$ cat config.mk
export PLATFORM = sky130hd
export DESIGN_NAME = pe_mx
export DESIGN_NICKNAME = d
export VERILOG_FILES = /design/src/rtl/pe_mx.sv
export SDC_FILE = /design/constraint.sdc
export NUM_CORES = 2
export LEC_CHECK = 0
export ABC_CLOCK_PERIOD_IN_PS = 8300
export CORE_ASPECT_RATIO = 1.4
export CORE_MARGIN = 2
export CORE_UTILIZATION = 45
export CTS_CLUSTER_SIZE = 16
export DETAILED_ROUTE_END_ITERATION = 6
export DONT_BUFFER_PORTS = 1
export PLACE_DENSITY = 0.67
export RECOVER_POWER = 50
export REMOVE_ABC_BUFFERS = 1
export SYNTH_ARGS = -nofsm -noshare
export SYNTH_HDL_FRONTEND = slang
export SYNTH_SLANG_ARGS = --single-unit
$ cat constraint.sdc
create_clock -name clk -period 8.3 [get_ports clk]
set_clock_uncertainty 0.1 [all_clocks]
set_input_delay 1.245 -clock clk [delete_from_list [all_inputs] [get_ports clk]]
set_output_delay 1.245 -clock clk [all_outputs]
set_load 0.1 [all_outputs]
$ cat src/rtl/pe_mx.sv
// rtl/pe_mx.sv - RAVEN systolic PE: gemm MAC plus Horner-loop unary ops; PE_ACC_SAT_EN selects saturating accumulate
module pe_mx #(
    parameter int INT_BW   = 5,
    parameter int FRA_BW   = 10,
    parameter int MUL_BW   = 16,
    parameter int ACC_BW   = 32,
    parameter int ITER_MAX = 8,
    parameter int CNT_BW   = $clog2(ITER_MAX + 1)
) (
    input  logic              clk,
    input  logic              rst_n,
    input  logic [1:0]        mode_i,
    input  logic              start_i,
    input  logic [CNT_BW-1:0] n_terms_i,
    input  logic              valid_i,
    input  logic [MUL_BW-1:0] x_i,
    input  logic [MUL_BW-1:0] wc_i,
    input  logic [MUL_BW-1:0] var_i,
    input  logic [ACC_BW-1:0] o_i,
    output logic [MUL_BW-1:0] x_o,
    output logic [MUL_BW-1:0] wc_o,
    output logic [MUL_BW-1:0] var_o,
    output logic [ACC_BW-1:0] o_o,
    output logic              valid_o,
    output logic              busy_o,
    output logic              done_o
);

    if ((MUL_BW != 1 + INT_BW + FRA_BW) || (ACC_BW < 2 * MUL_BW)) begin : g_cfg_err
        $error("pe_mx: inconsistent fixed-point parameters");
    end

    typedef enum logic [1:0] {
        S_IDLE = 2'd0,
        S_LOAD = 2'd1,
        S_ITER = 2'd2,
        S_DONE = 2'd3
    } state_t;

    localparam logic [1:0] MODE_GEMM = 2'b00;

    state_t              state_q, state_d;
    logic [MUL_BW-1:0]   wreg_q, wreg_d;
    logic [MUL_BW-1:0]   ireg_q, ireg_d;
    logic                v1_q, v1_d;
    logic [MUL_BW-1:0]   vreg_q, vreg_d;
    logic [ACC_BW-1:0]   acc_q, acc_d;
    logic [CNT_BW-1:0]   cnt_q, cnt_d;
    logic [ACC_BW-1:0]   o_q, o_d;
    logic                valid_q, valid_d;
    logic                done_q, done_d;
    logic [MUL_BW-1:0]   x_fwd_q, x_fwd_d;
    logic [MUL_BW-1:0]   wc_fwd_q, wc_fwd_d;
    logic [MUL_BW-1:0]   var_fwd_q, var_fwd_d;

    logic                gemm_en;
    logic [ACC_BW-1:0]   gemm_sum;
    logic [ACC_BW-1:0]   coef_acc;
    logic [ACC_BW-1:0]   horner_sum;

    function automatic logic [ACC_BW-1:0] acc_add(input logic [ACC_BW-1:0] a,
                                                  input logic [ACC_BW-1:0] b);
        logic [ACC_BW-1:0] s;
`ifdef PE_ACC_SAT_EN
        s = a + b;
        if ((a[ACC_BW-1] == b[ACC_BW-1]) && (s[ACC_BW-1] != a[ACC_BW-1]))
            s = {a[ACC_BW-1], {(ACC_BW-1){~a[ACC_BW-1]}}};
`else
        s = a + b;
`endif
        return s;
    endfunction

    function automatic logic [ACC_BW-1:0] sext_mul(input logic [MUL_BW-1:0] a,
                                                   input logic [MUL_BW-1:0] b);
        logic signed [ACC_BW-1:0] ae;
        logic signed [ACC_BW-1:0] be;
        ae = $signed({{(ACC_BW-MUL_BW){a[MUL_BW-1]}}, a});
        be = $signed({{(ACC_BW-MUL_BW){b[MUL_BW-1]}}, b});
        return ae * be;
    endfunction

    function automatic logic [ACC_BW-1:0] coef_ext(input logic [MUL_BW-1:0] c);
        return {{(ACC_BW-MUL_BW-FRA_BW){c[MUL_BW-1]}}, c, {FRA_BW{1'b0}}};
    endfunction

    // Argument is acc without its low FRA_BW bits; in range when all bits above the
    // MUL_BW-wide window are copies of the window's sign bit.
    function automatic logic [MUL_BW-1:0] narrow(input logic [ACC_BW-FRA_BW-1:0] a);
        logic [ACC_BW-FRA_BW-MUL_BW:0] top;
        top = a[ACC_BW-FRA_BW-1:MUL_BW-1];
        if ((top == '0) || (top == '1))
            return a[MUL_BW-1:0];
        else if (!a[ACC_BW-FRA_BW-1])
            return {1'b0, {(MUL_BW-1){1'b1}}};
        else
            return {1'b1, {(MUL_BW-1){1'b0}}};
    endfunction

    assign gemm_en    = (state_q == S_IDLE) && (mode_i == MODE_GEMM);
    assign gemm_sum   = acc_add(sext_mul(wreg_q, ireg_q), o_i);
    assign coef_acc   = coef_ext(wc_i);
    assign horner_sum = acc_add(sext_mul(narrow(acc_q[ACC_BW-1:FRA_BW]), vreg_q), coef_acc);

    always_comb begin
        state_d   = state_q;
        wreg_d    = wreg_q;
        ireg_d    = ireg_q;
        v1_d      = 1'b0;
        vreg_d    = vreg_q;
        acc_d     = acc_q;
        cnt_d     = cnt_q;
        o_d       = o_q;
        valid_d   = 1'b0;
        done_d    = 1'b0;
        x_fwd_d   = x_i;
        wc_fwd_d  = wc_i;
        var_fwd_d = var_i;

        // v1_q can only be set from IDLE, so stage two never collides with a DONE entry.
        if (gemm_en) begin
            wreg_d = wc_i;
            ireg_d = x_i;
            v1_d   = valid_i;
        end
        if (v1_q) begin
            o_d     = gemm_sum;
            valid_d = 1'b1;
        end

        case (state_q)
            S_IDLE: begin
                if (start_i && (mode_i != MODE_GEMM) && (n_terms_i != '0)) begin
                    vreg_d  = var_i;
                    acc_d   = coef_acc;
                    cnt_d   = n_terms_i - CNT_BW'(1);
                    state_d = S_LOAD;
                end
            end
            S_LOAD: begin
                state_d = (cnt_q != '0) ? S_ITER : S_DONE;
            end
            S_ITER: begin
                if (valid_i) begin
                    acc_d = horner_sum;
                    cnt_d = cnt_q - CNT_BW'(1);
                    if (cnt_q == CNT_BW'(1))
                        state_d = S_DONE;
                end
            end
            S_DONE: begin
                state_d = S_IDLE;
            end
            default: begin
                state_d = S_IDLE;
            end
        endcase

        // Result registers load on entry so o_o/valid_o/done_o are all visible during DONE.
        if (state_d == S_DONE) begin
            o_d     = acc_d;
            valid_d = 1'b1;
            done_d  = 1'b1;
        end
    end

    always_ff @(posedge clk or negedge rst_n) begin
        if (!rst_n) begin
            state_q   <= S_IDLE;
            wreg_q    <= '0;
            ireg_q    <= '0;
            v1_q      <= 1'b0;
            vreg_q    <= '0;
            acc_q     <= '0;
            cnt_q     <= '0;
            o_q       <= '0;
            valid_q   <= 1'b0;
            done_q    <= 1'b0;
            x_fwd_q   <= '0;
            wc_fwd_q  <= '0;
            var_fwd_q <= '0;
        end else begin
            state_q   <= state_d;
            wreg_q    <= wreg_d;
            ireg_q    <= ireg_d;
            v1_q      <= v1_d;
            vreg_q    <= vreg_d;
            acc_q     <= acc_d;
            cnt_q     <= cnt_d;
            o_q       <= o_d;
            valid_q   <= valid_d;
            done_q    <= done_d;
            x_fwd_q   <= x_fwd_d;
            wc_fwd_q  <= wc_fwd_d;
            var_fwd_q <= var_fwd_d;
        end
    end

    assign x_o     = x_fwd_q;
    assign wc_o    = wc_fwd_q;
    assign var_o   = var_fwd_q;
    assign o_o     = o_q;
    assign valid_o = valid_q;
    assign done_o  = done_q;
    assign busy_o  = (state_q != S_IDLE);

endmodule

==> run metrics <==
CP Capture Type register; ANT nets after route 0; Synth top area share 0.417; initial drt markers 970; relative slew slack 0.249; Slowest cell on crit path a21o_1; R2R Setup Slk 0.37 ns; Overflow after GRT 0; Max stage delay on crit path 0.56 ns; FMAX 126 MHz; Distinct cells, synth 72; DP Wirelength 57.7 mm; cell row count 107; Worst R2R Start acc_q[28]; Main synth FF type dfrtp_1; drc violations 0; max_cap viols 0; Critical Path Fanout Max 16; I/O pin total 173; drt pass-1 iters 5; first-pass GRT wire length 114 mm; CTS Buf Count 17; via count 18,763; initial antenna violation count 3; cell taking the most area after synthesis fa_1; critical path required time 8.57 ns; Fin. Hold Viols 0; fin crit share 0.955; worst-case clock buffer depth 2; met2 usage 0.428; EDFF count, synth 0; top-count cell post-synth inv_1; synth top area cells fa_1 42%, dfrtp_1 15%, ha_1 8.9%; share of cells above drive strength 1 0.0473; Via density 5.32; Post-Layout Cell Count 3,526; Buffers & Inverters on Critical Path 6; CP Launch Point acc_q[28]; worst hold slack 0.334 ns; Die H 296 um; Die Area 62,800 sq um; # hold bufs at CTS 0; pin slew with the least headroom to its limit 1.13 ns; Total Routed Length 69.5 mm; overall routing resource usage 0.236; Post-Route Utilization 0.475; fin crit period 7.93 ns; DP Cell Count 3,491; status finished clean; WS Path Type register to register; asr flop ratio synth 1.00; Yosys Warn Count 0; Yosys reg bits 169; Cell Area, Synth 27,400 sq um; initial core utilization 0.452; clk sink count 169; busiest grt layer met2; Critical R2R Capture o_o[27]; top cell family by delay on the critical path adder cells; Critical Path Most Common Cell fa_1; cts repair resizes 0; met3 usage 0.0479; Nets 3,547; Final setup viols 0; worst skew pair latency 0.50 ns; Die W 212 um; TritonCTS clock tree yes; Fill cells 5,646; Buffers on Ports 0; CP Launch Type register; Mapped Cells 2,764; GR Util met1 0.269; clk slew on worst S/H paths 0.08 ns; GPL Wtd Cong 0.950; Synth-to-Final Area Change 5.05%; R2R cell count 28; WP data arrival 8.20 ns; # H-tree levels 4; max-slew violation count 0; clk root buf clkbuf_16; most frequent cells after synthesis 618 x inv_1, 570 x fa_1, 316 x nand2_1; vias in the first global route 21,449; core area 60,500 sq um; Post-CTS Setup Repair Bufs 0; Syn Area/Cell 9.90 sq um; worst hold path type input pin to asynchronous set/reset pin; largest net degree at the start of global routing 170; routed length per instance 19.7 um; sequential fraction of the synthesis area 0.155
routing by layer:
layer	vias up	part of all wire
met1	9815	0.37
met2	551	0.53
met4	0	0.039
met5	-	0
li1	8232	-
met3	165	0.057
state kept, by name, indices dropped and copies added, names as in the netlist:
register  count
vreg_q       16
cnt_q         4
ireg_q       16
wreg_q       16
wc_o         16
done_o        1
var_o        16
x_o          16
acc_q        32
o_o          32
v1_q          1
valid_o       1
state_q       2
worst reg2reg max path, delay by kind of cell, from the launching register on:
| kind | cells | cell delay (ns) |
|---|---|---|
| and+or+nand+nor | 6 | 1.07 |
| xor gates and xnor gates | 1 | 0.16 |
| buffers and inverters | 6 | 0.54 |
| DFF | 1 | 0.40 |
| muxes | 1 | 0.33 |
| adders and majority gates | 7 | 3.31 |
| AOI/OAI and AO/OA | 7 | 1.90 |
logic make-up after synthesis:
kind of cell,Yosys count,synth area share
buffers and inverters,723,0.0992
DFF,169,0.155
and+or+nand+nor,707,0.127
AOI/OAI and AO/OA,276,0.0689
adders and majority gates,764,0.506
xor gates and xnor gates,63,0.0202
muxes,62,0.0249
worst max-delay path by stage:
stage	endpoint	cells past startpoint	slack, ns
floorplan	o_o[27]	26	0.81
global placement	o_o[27]	28	0.22
detailed placement	o_o[27]	28	0.09
CTS	o_o[27]	28	0.07
global route	o_o[31]	26	-0.02
finish	o_o[27]	28	0.37
placed cells by master (no fill, tap or decap), drive strengths merged, types with 37 or more instances in the layout:
cell type	n
nand2	316
xnor2	46
inv	625
o21ai	61
a21oi	71
and2	222
dfrtp	169
ha	194
a21o	37
fa	570
nor2	61
mux2	49
layout make-up:
cell class                 count  area (sq um)  share of cell area
inverter                     620          2330              0.0810
clock buffer                  18           439              0.0153
timing repair buffer          13          97.6             0.00339
antenna                        3          7.51            0.000261
clock inverter                14           174             0.00605
sequential                   169          4230               0.147
tap                          817          1020              0.0356
multi-input combinational   1872         20500               0.711
metrics by stage:
| stage | setup TNS, ns | setup WS [ns] | area, sq um |
|---|---|---|---|
| final | 0 | 0.371 | 28700 |
| after global routing | -0.0352 | -0.0241 | 28700 |
| after CTS | 0 | 0.0666 | 28700 |
| after detailed placement | 0 | 0.0891 | 28100 |
| after global placement | 0 | 0.215 | 28100 |
| after floorplan | 0 | 0.806 | 27000 |
Power is left out: the tool's default activity adds up to more than one toggle a clock period on the data nets, which glitch-free logic cannot reach.
